`src/rtl/sm_to_c2_serial_pkg.sv`:
```
// Shared definitions for the bit-serial sign/magnitude -> two's complement
// converter: FSM state encoding and the counter width helper.
package sm_to_c2_serial_pkg;

    typedef enum logic [1:0] {
        S_IDLE = 2'd0,
        S_CONV = 2'd1,
        S_DONE = 2'd2
    } state_t;

    // Bit counter wide enough to hold 0..n.
    function automatic int cnt_w(input int n);
        return $clog2(n + 1);
    endfunction

endpackage

```
`src/rtl/c2_serial_neg_step.sv`:
```
// One LSB-first negation step. Two's complement negation serially is:
// copy bits up to and including the first 1, invert everything above it.
// Ports:
//   b        in  current magnitude bit
//   sgn      in  1 = negate
//   seen1    in  a 1 has already passed through at a lower bit position
//   zb       out result bit
//   seen1_nx out updated seen-a-one flag
module c2_serial_neg_step (
    input  logic b,
    input  logic sgn,
    input  logic seen1,
    output logic zb,
    output logic seen1_nx
);
    assign zb       = sgn ? (b ^ seen1) : b;
    assign seen1_nx = seen1 | b;
endmodule

```
`src/rtl/sm_to_c2_serial.sv`:
```
// Bit-serial sign/magnitude -> two's complement converter, one bit per clock,
// LSB first, with an soc/eoc handshake toward the consumer.
// Ports:
//   clock  in  rising-edge clock
//   reset_ in  asynchronous active-low reset
//   soc    in  start of conversion, held by consumer until eoc drops
//   s      in  sign (1 = negative)
//   m      in  N-bit unsigned magnitude
//   eoc    out end of conversion / idle
//   z      out N-bit two's complement result (updates only when eoc rises)
//   ovf    out result not representable in N bits
module sm_to_c2_serial
    import sm_to_c2_serial_pkg::*;
#(
    parameter int N = 4
) (
    input  logic         clock,
    input  logic         reset_,
    input  logic         soc,
    input  logic         s,
    input  logic [N-1:0] m,
    output logic         eoc,
    output logic [N-1:0] z,
    output logic         ovf
);
    localparam int CW = cnt_w(N);

    state_t        state, state_nx;
    logic [N-1:0]  sh, r;
    logic [CW-1:0] cnt;
    logic          sgn, seen1, ovf_n;
    logic          zb, seen1_nx;
    logic          last_bit;
    logic          ovf_rule;

    assign last_bit = (cnt == CW'(N - 1));

    // Positive values need MSB clear; negative values may reach exactly -2^(N-1).
    assign ovf_rule = m[N-1] & ~(s & (m[N-2:0] == '0));

    c2_serial_neg_step u_step (
        .b        (sh[0]),
        .sgn      (sgn),
        .seen1    (seen1),
        .zb       (zb),
        .seen1_nx (seen1_nx)
    );

    always_ff @(posedge clock or negedge reset_) begin
        if (!reset_) state <= S_IDLE;
        else         state <= state_nx;
    end

    always_comb begin
        state_nx = state;
        case (state)
            S_IDLE:  if (soc)      state_nx = S_CONV;
            S_CONV:  if (last_bit) state_nx = S_DONE;
            // Waiting for soc low here is what prevents a retrigger in IDLE.
            S_DONE:  if (!soc)     state_nx = S_IDLE;
            default:               state_nx = S_IDLE;
        endcase
    end

    always_ff @(posedge clock or negedge reset_) begin
        if (!reset_) begin
            sh    <= '0;
            r     <= '0;
            cnt   <= '0;
            sgn   <= 1'b0;
            seen1 <= 1'b0;
            ovf_n <= 1'b0;
            eoc   <= 1'b1;
            z     <= '0;
            ovf   <= 1'b0;
        end else begin
            case (state)
                S_IDLE: begin
                    if (soc) begin
                        sh    <= m;
                        sgn   <= s;
                        cnt   <= '0;
                        seen1 <= 1'b0;
                        ovf_n <= ovf_rule;
                        eoc   <= 1'b0;
                    end
                end
                S_CONV: begin
                    seen1 <= seen1_nx;
                    sh    <= sh >> 1;
                    r     <= {zb, r[N-1:1]};
                    cnt   <= cnt + 1'b1;
                end
                S_DONE: begin
                    if (!soc) begin
                        z   <= r;
                        ovf <= ovf_n;
                        eoc <= 1'b1;
                    end
                end
                default: ;
            endcase
        end
    end

endmodule

```
`config.mk`:
```
export PLATFORM = sky130hd
export DESIGN_NAME = sm_to_c2_serial
export DESIGN_NICKNAME = d
export VERILOG_FILES = /design/src/rtl/sm_to_c2_serial_pkg.sv /design/src/rtl/c2_serial_neg_step.sv /design/src/rtl/sm_to_c2_serial.sv
export SDC_FILE = /design/constraint.sdc
export NUM_CORES = 1
export LEC_CHECK = 0
export ABC_AREA = 1
export CAP_MARGIN = 20
export CORE_MARGIN = 1
export CORE_UTILIZATION = 48
export DETAILED_ROUTE_END_ITERATION = 10
export GPL_TIMING_DRIVEN = 0
export PLACE_DENSITY = 0.73
export SETUP_SLACK_MARGIN = 0.5
export SYNTH_ARGS = -nofsm -noshare
export SYNTH_HDL_FRONTEND = slang
export SYNTH_SLANG_ARGS = --single-unit
```
`constraint.sdc`:
```
create_clock -name clock -period 1.2 [get_ports clock]
set_clock_uncertainty 0.15 [all_clocks]
set_input_delay 0.24 -clock clock [delete_from_list [all_inputs] [get_ports clock]]
set_output_delay 0.24 -clock clock [all_outputs]
set_load 0.01 [all_outputs]
```
# == Word level (Yosys, flattened, before mapping) ==
# Cells that the tools add are included.
# op_classes
n_addsub,1
eq_ne,6
mux,13
n_bitwise,6
n_reduce_logical,9
# ops
operator,count
$pmux W4 S2,1
$mux W2,3
$ne A2 B2 Y1 const B,3
$pmux W2 S3,1
$pmux W3 S2,1
$reduce_and A2 Y1,3
$reduce_and A3 Y1,2
$mux W4,1
$pmux W1 S2,2
$reduce_bool A2 Y1,2
$add A3 B1 Y3 const B,1
$eq A3 B2 Y1 const B,1
$logic_not A3 Y1,1
$mux W1,3
$mux W3,1
$and A1 B1 Y1,2
$eq A2 B1 Y1 const B,1
$eq A2 B2 Y1 const B,1
$logic_not A2 Y1,1
$not A1 Y1,2
$or A1 B1 Y1,1
$xor A1 B1 Y1,1
# word_totals
regBits,22
output_inout_bits,6
wordCells,45

# == Longest topological paths before layout ==
# Gate-level depths: netlist (run 1).
# depth
ltp_word,4
mapped_depth,6
mapped_depth_nobuf,6

# == Hierarchy ==
# From an unflattened synthesis (run 1), not the netlist that was laid out.
# hier_totals
hier_cells,112
hier_area_um2,1087.3
# modules_own_cells
mod,instances,cells_per_inst,area_per_inst_um2,seq_area_each_um2
sm_to_c2_serial,1,104,1048.5,551.8
c2_serial_neg_step,1,8,38.8,0.0

# == Worst setup path before layout (run 1) ==
# OpenSTA, ideal clock, no wires.
# synth_timing
path_kind,register to register
startpoint,reg cnt[0]
endpoint,reg cnt[2]
setup_ns,0.074
t_arrival_ns,0.972
required_time_ns,0.976
setup_slack_ns,0.004
stages_incl_launch_ff,4
n_path_buf,0
path_cell_list,dfrtp_1 > ha_1 > ha_1 > o21ai_2
# synth_between
elab_chain_len,2
# synth_lines
element,line,text
from (decl),sm_to_c2_serial.sv:30,logic [CW-1:0] cnt;
from (signal assigned),sm_to_c2_serial.sv:92,cnt <= cnt + 1'b1;
$add A3 B1 Y3,sm_to_c2_serial.sv:92,
$pmux W3 S2,sm_to_c2_serial.sv:77,case (state)
# No other way between the ends.
# A chain may end at the register's enable or synchronous reset.

# == Worst setup path in the final report (run 1) ==
# layout_timing
startpoint,reg eoc
endpoint,out eoc
# layout_rtl
element,line,text
from (decl),sm_to_c2_serial.sv:22,"output logic eoc,"
from (signal assigned),sm_to_c2_serial.sv:73,eoc <= 1'b1;
from (signal assigned),sm_to_c2_serial.sv:85,eoc <= 1'b0;
from (signal assigned),sm_to_c2_serial.sv:98,eoc <= 1'b1;
# No word-level cell between the ends.

==> impl_metrics.json, run 1 <==
{
  "die_area_um2": 2440,
  "ant_nets": 0,
  "num_io_pins": 14,
  "rsz0062_at_grt": "yes",
  "dr_total_vias": 965,
  "synth_ff_type": "dfrtp_1",
  "p_sw_mw": 1.90,
  "synth-edff-count": 0,
  "grt_max_degree": 23,
  "cp_slowest_stage_delay_ps": 560,
  "final_area_um2": 1670,
  "vdd_drop_max_uv": 1960,
  "rows": 16,
  "placed_area_um2": 1260,
  "start_util": 0.528,
  "synth_compound_area_frac": 0.124,
  "worst_hold_slack_ps": -173,
  "crit_path_top_delay_cell": "dfstp_2",
  "die_w_um": 49.4,
  "fmax_ghz": 0.735,
  "synth.most_common_cell": "nand2_1",
  "syn_to_final_growth_pct": 55.2,
  "cp.depth": 1,
  "slew_headroom": 0.626,
  "yosys_warnings": 0,
  "track_usage": 0.253,
  "coreArea_um2": 2040,
  "drtPass1Iterations": 4,
  "cts_tree": "built",
  "ys_ff_latch": 22,
  "cts_buffers": 3,
  "crit_family": "flip-flops",
  "grt_use_met2": 0.413,
  "powerDensity_nw_per_um2": 2730,
  "status": "complete, but fails checks",
  "fillerInstances": 112,
  "grt_pass1_vias": 974,
  "n_antenna_cell": 0,
  "cts_sinks": 22,
  "overflow": 0,
  "muxShareOfSynthArea": 0,
  "yosysSeqAreaShare": 0.512,
  "p_clk_frac": 0.082,
  "final_util": 0.819,
  "portBuffers": 13,
  "p_seq_frac": 0.291,
  "die_y_um": 49.4,
  "power_mw": 4.57,
  "drive_above_1_share": 0.580,
  "synth_top_family_by_area": "simple AND/OR/NAND/NOR gates",
  "synth-xor-area-share": 0,
  "setup_viol": 27,
  "cap_violations": 0,
  "ys_types": 21,
  "startpoint_type": "flop",
  "synthSimpleGateAreaFrac": 0.267,
  "tightest_slew_ps": 560,
  "violations": "negative hold slack, negative setup slack",
  "synth_area_um2": 1080,
  "clkTransAtPathRegs_ps": 130,
  "period_needed_ps": 1360,
  "busiest_layer": "met2",
  "path_cells": "buf_6",
  "path_class": "flop to primary output",
  "cp.required_ps": 810,
  "swShare": 0.416,
  "use_met3": 0.0405,
  "grt_pass1_wl_um": 4500,
  "power_frac_comb": 0.627,
  "ys_top_cells_by_count": "nand2_1 (32), dfrtp_1 (21), o21ai_2 (10), inv_1 (8), nand2_2 (8)",
  "end_kind": "primary output",
  "postSynth.asyncResetShare": 1.00,
  "synth_largest_area_cell": "dfrtp_1",
  "drt_iter0_markers": 42,
  "reg2reg_depth": 7,
  "synth_top_area_share": 0.488,
  "post_drt_wl_per_cell_um": 17.4,
  "drc_errors": 0,
  "synthAdderAreaFrac": 0.0348,
  "hold_class": "input port to async pin",
  "vias_per_cell": 5.45,
  "synthCells": 109,
  "met1_usage": 0.319,
  "hold_violations": 21,
  "clockBufferDepth": 2,
  "routabilityCongestion": 0.779,
  "p_leak_nw": 0.830,
  "antenna_found_initial": 0,
  "p_int_mw": 2.67,
  "dpl.hpwl_um": 1370,
  "slew_viol_final": 0,
  "syn_avg_cell_area_um2": 9.88,
  "crit_fanout": 2,
  "final_nets": 162,
  "fin_crit_sh": 1.13,
  "setup_slack_ps": -161,
  "synth_area_leaders": "dfrtp_1 (49%), nand2_1 (11%), o21ai_2 (8.1%), nand2_2 (4.6%), ha_1 (3.5%)",
  "crit_buf_inv": 1,
  "wirelength_um": 3080,
  "clock_latency_ps": 320,
  "htreeDepth": 1,
  "synth_nets": 120,
  "preCtsSetupSlack_ps": -423,
  "cp.arrival_ps": 970,
  "cts_root_buf": "clkbuf_4"
}
==> flip-flops by register name, summed over array words and instances (netlist names) <==
name	count
r	4
sh	4
z	4
cnt	3
state	2
eoc	1
ovf	1
ovf_n	1
seen1	1
sgn	1
==> stage by stage <==
step	cells	TNS (ps)
global placement	149	-15100
global route	177	-2220
detailed placement	149	-15210
CTS	172	-447
finish	177	-1570
floorplan	109	0
==> cells by family after synthesis <==
group,Yosys count
compound gates,15
buf+inv,13
flops,22
fa+ha+maj,3
simple gates,56
==> power by group through the flow <==
| stage | registers [mW] | logic (mW) | clock network, mW |
|---|---|---|---|
| floorplan | 1.30 | 1.15 | 0 |
| global placement | 1.29 | 1.54 | 0 |
| detailed placement | 1.30 | 1.59 | 0 |
| CTS | 1.28 | 2.42 | 0.360 |
| global route | 1.36 | 3.06 | 0.394 |
| finish | 1.33 | 2.87 | 0.373 |
==> layout by cell type (no fill, tap or decap), types with 4 or more instances in the layout <==
cell type        count
clkdlybuf4s50_1      5
inv_1                7
nand2_4              7
nand2_1             19
nand3_2              4
buf_4               12
buf_2                5
o21ai_2              9
buf_12               5
dfrtp_1             21
nand2_2             15
buf_6                6
==> metal layers <==
metal	up-vias	wire, um
li1	431	-
met1	481	1280
met2	44	1570
met3	9	161
met4	0	76
met5	-	0
==> repair_timing <==
| item | in CTS | in global routing |
|---|---|---|
| hold endpoints to repair | 21 | 21 |
| pin swaps | 14 | 12 |
| resized for setup | 46 | 22 |
| buffers inserted | 17 | 4 |
| endpoints found under the setup margin | 50 | 28 |
| gates cloned | 2 | 1 |
==> final timing paths <==
kind | start | to | slack (ps)
min in group clock | sh[0] | sh[0] | 350
min | reset_ | z[0] | -170
max reg2reg | state[0] | sh[0] | -80
max in group asynchronous | reset_ | sh[0] | 690
max | eoc | eoc | -160
min reg2reg | sh[0] | sh[0] | 350
==> layout make-up <==
class,instances,area [um^2],area share
clock buffer,4,26.3,0.0157
tap,27,33.8,0.0202
buffer,2,35.0,0.0210
multi-input combinational,76,621,0.371
timing repair buffer,35,360,0.216
sequential,22,552,0.330
inverter,11,43.8,0.0262
Power figures use the tool's default switching activity.
==> inputs of run 2 (changes only) <==
Settings changed: CELL_PAD_IN_SITES_DETAIL_PLACEMENT set to 1, CELL_PAD_IN_SITES_GLOBAL_PLACEMENT set to 2, CORE_UTILIZATION 48 to 30, CTS_CLUSTER_SIZE set to 24, PLACE_DENSITY 0.73 to 0.72, SETUP_SLACK_MARGIN 0.5 to not set.
==> run 2 against run 1 <==
Against the previous run:
- the run still ends with negative hold slack, negative setup slack left
- wire length down 14%
- die area up 57%
- global-route usage down 9.0 points
- worst setup slack worse by 11 ps
- clock-buffer cell count unchanged
- cell count up 8.5%
- cell area down 5.5%
- largest cell class is now flip-flops and latches
==> impl_metrics.json, run 2 (synthesis gave the netlist of run 1 again) <==
{
  "antenna_found_initial": 0,
  "reg2reg_depth": 5,
  "slew_viol_final": 0,
  "crit_family": "flip-flops",
  "p_int_mw": 2.44,
  "overflow": 0,
  "tightest_slew_ps": 593,
  "cp.arrival_ps": 980,
  "status": "complete, but fails checks",
  "syn_to_final_growth_pct": 46.7,
  "routabilityCongestion": 0.736,
  "n_antenna_cell": 0,
  "p_clk_frac": 0.091,
  "crit_path_top_delay_cell": "dfstp_2",
  "reg2reg_to": "sh[1]",
  "startpoint_type": "flop",
  "critPathCapture": "eoc",
  "rows": 21,
  "cts_hold_buffers": 0,
  "die_area_um2": 3830,
  "slew_headroom": 0.605,
  "violations": "negative hold slack, negative setup slack",
  "track_usage": 0.163,
  "start_util": 0.318,
  "die_y_um": 61.9,
  "cp.required_ps": 810,
  "powerDensity_nw_per_um2": 2590,
  "cp_slowest_stage_delay_ps": 570,
  "preCtsSetupSlack_ps": -520,
  "setup_viol": 16,
  "worst_hold_slack_ps": -137,
  "clkTransAtPathRegs_ps": 130,
  "hold_class": "input port to async pin",
  "reg_top3": "r: 4 flops, sh: 4 flops, z: 4 flops",
  "grt_max_degree": 23,
  "die_w_um": 61.9,
  "htreeDepth": 1,
  "p_sw_mw": 1.64,
  "grt_pass1_wl_um": 4270,
  "clock_latency_ps": 320,
  "drtPass1Iterations": 3,
  "vias_per_cell": 4.52,
  "coreArea_um2": 3390,
  "path_class": "flop to primary output",
  "crit_buf_inv": 1,
  "drive_above_1_share": 0.473,
  "startpoint": "eoc",
  "r2r_slack_ps": -40,
  "vdd_drop_max_uv": 721,
  "cts_tree": "built",
  "mostFrequentLayoutCells": "nand2_1 (27), dfrtp_1 (21), nand2_2 (10), o21ai_2 (10), buf_4 (10)",
  "dr_total_vias": 867,
  "power_mw": 4.09,
  "fillerInstances": 371,
  "end_kind": "primary output",
  "portBuffers": 13,
  "power_frac_comb": 0.586,
  "final_nets": 158,
  "grt_pass1_vias": 862,
  "cts_root_buf": "clkbuf_4",
  "clockBufferDepth": 2,
  "drt_iter0_markers": 23,
  "drc_errors": 0,
  "post_drt_wl_per_cell_um": 13.8,
  "num_io_pins": 14,
  "crit_fanout": 2,
  "cts_sinks": 22,
  "fmax_ghz": 0.728,
  "rsz0062_at_grt": "yes",
  "period_needed_ps": 1370,
  "final_common_cell": "nand2_1",
  "swShare": 0.402,
  "wirelength_um": 2650,
  "ant_nets": 0,
  "fin_crit_sh": 1.14,
  "p_leak_nw": 0.776,
  "p_seq_frac": 0.323,
  "cp.depth": 1,
  "rr_startpoint": "state[0]",
  "setup_slack_ps": -173,
  "dpl.hpwl_um": 1710,
  "cts_buffers": 3,
  "path_cells": "buf_6",
  "hold_violations": 10,
  "cap_violations": 0
}
-- run 2: cell types whose count changed in the layout (fill, tap and decap cells not counted), sizes merged --
cell | previous run | this run
dlygate4sd2 | 1 | 2
buf | 30 | 27
nand2 | 43 | 42
clkdlybuf4s15 | 1 | 0
-- run 2: worst register-to-register path, cell delays in order, from the launching register on --
cell     delay, ps
dfrtp_1        420
buf_12         160
o21ai_4        230
inv_2           90
nand2_1         70
nand2_1         40
-- run 2: worst min-delay path by stage --
stage / from / to
after floorplan: reset_ / cnt[0]
after global placement: eoc / eoc
after detailed placement: cnt[1] / cnt[1]
after CTS: reset_ / r[1]
after global routing: reset_ / sh[2]
final: reset_ / sh[2]
-- run 2: power groups by stage --
stage,Clock (mW),Combinational [mW],Sequential [mW]
floorplan,0,1.09,1.30
global placement,0,1.52,1.29
detailed placement,0,1.59,1.32
CTS,0.392,2.16,1.30
global route,0.428,2.63,1.36
finish,0.371,2.40,1.32
-- run 2: final cells by class --
class / count / area [um^2] / share of cell area
flip-flops and latches: 22 / 552 / 0.349
clock buffers: 4 / 26.3 / 0.0166
multi-input cells: 75 / 546 / 0.345
inverters: 11 / 43.8 / 0.0277
repair buffers: 32 / 315 / 0.200
well taps: 46 / 57.6 / 0.0364
plain buffers: 2 / 40.0 / 0.0253
-- run 2: metal layers --
layer	global-route usage	share of wire	vias to the layer above
met5	0	0	-
met4	0.0762	0.017	0
met3	0.0248	0.032	5
met2	0.281	0.52	15
met1	0.201	0.43	417
li1	-	-	430
-- run 2: per-stage QoR --
| step | TNS (ps) | util | std cells | hold WS, ps | instance area (um^2) |
|---|---|---|---|---|---|
| 2_1_floorplan | 0 | - | 109 | -206 | 1080 |
| 3_3_place_gp | -17350 | 0.373 | 168 | 300 | 1260 |
| 3_5_place_dp | -18170 | 0.373 | 168 | 318 | 1260 |
| 4_1_cts | -591 | 0.434 | 188 | 83.4 | 1470 |
| 5_1_grt | -1970 | 0.466 | 192 | -113 | 1580 |
| 6_report | -696 | 0.466 | 192 | -137 | 1580 |
-- run 2: repair_timing --
item                                    CTS  global route
hold endpoints to repair                  0            10
endpoints found under the setup margin   43            26
gates cloned                              2             0
resized for setup                        37            18
buffers inserted                         14             3
pin swaps                                 6             7
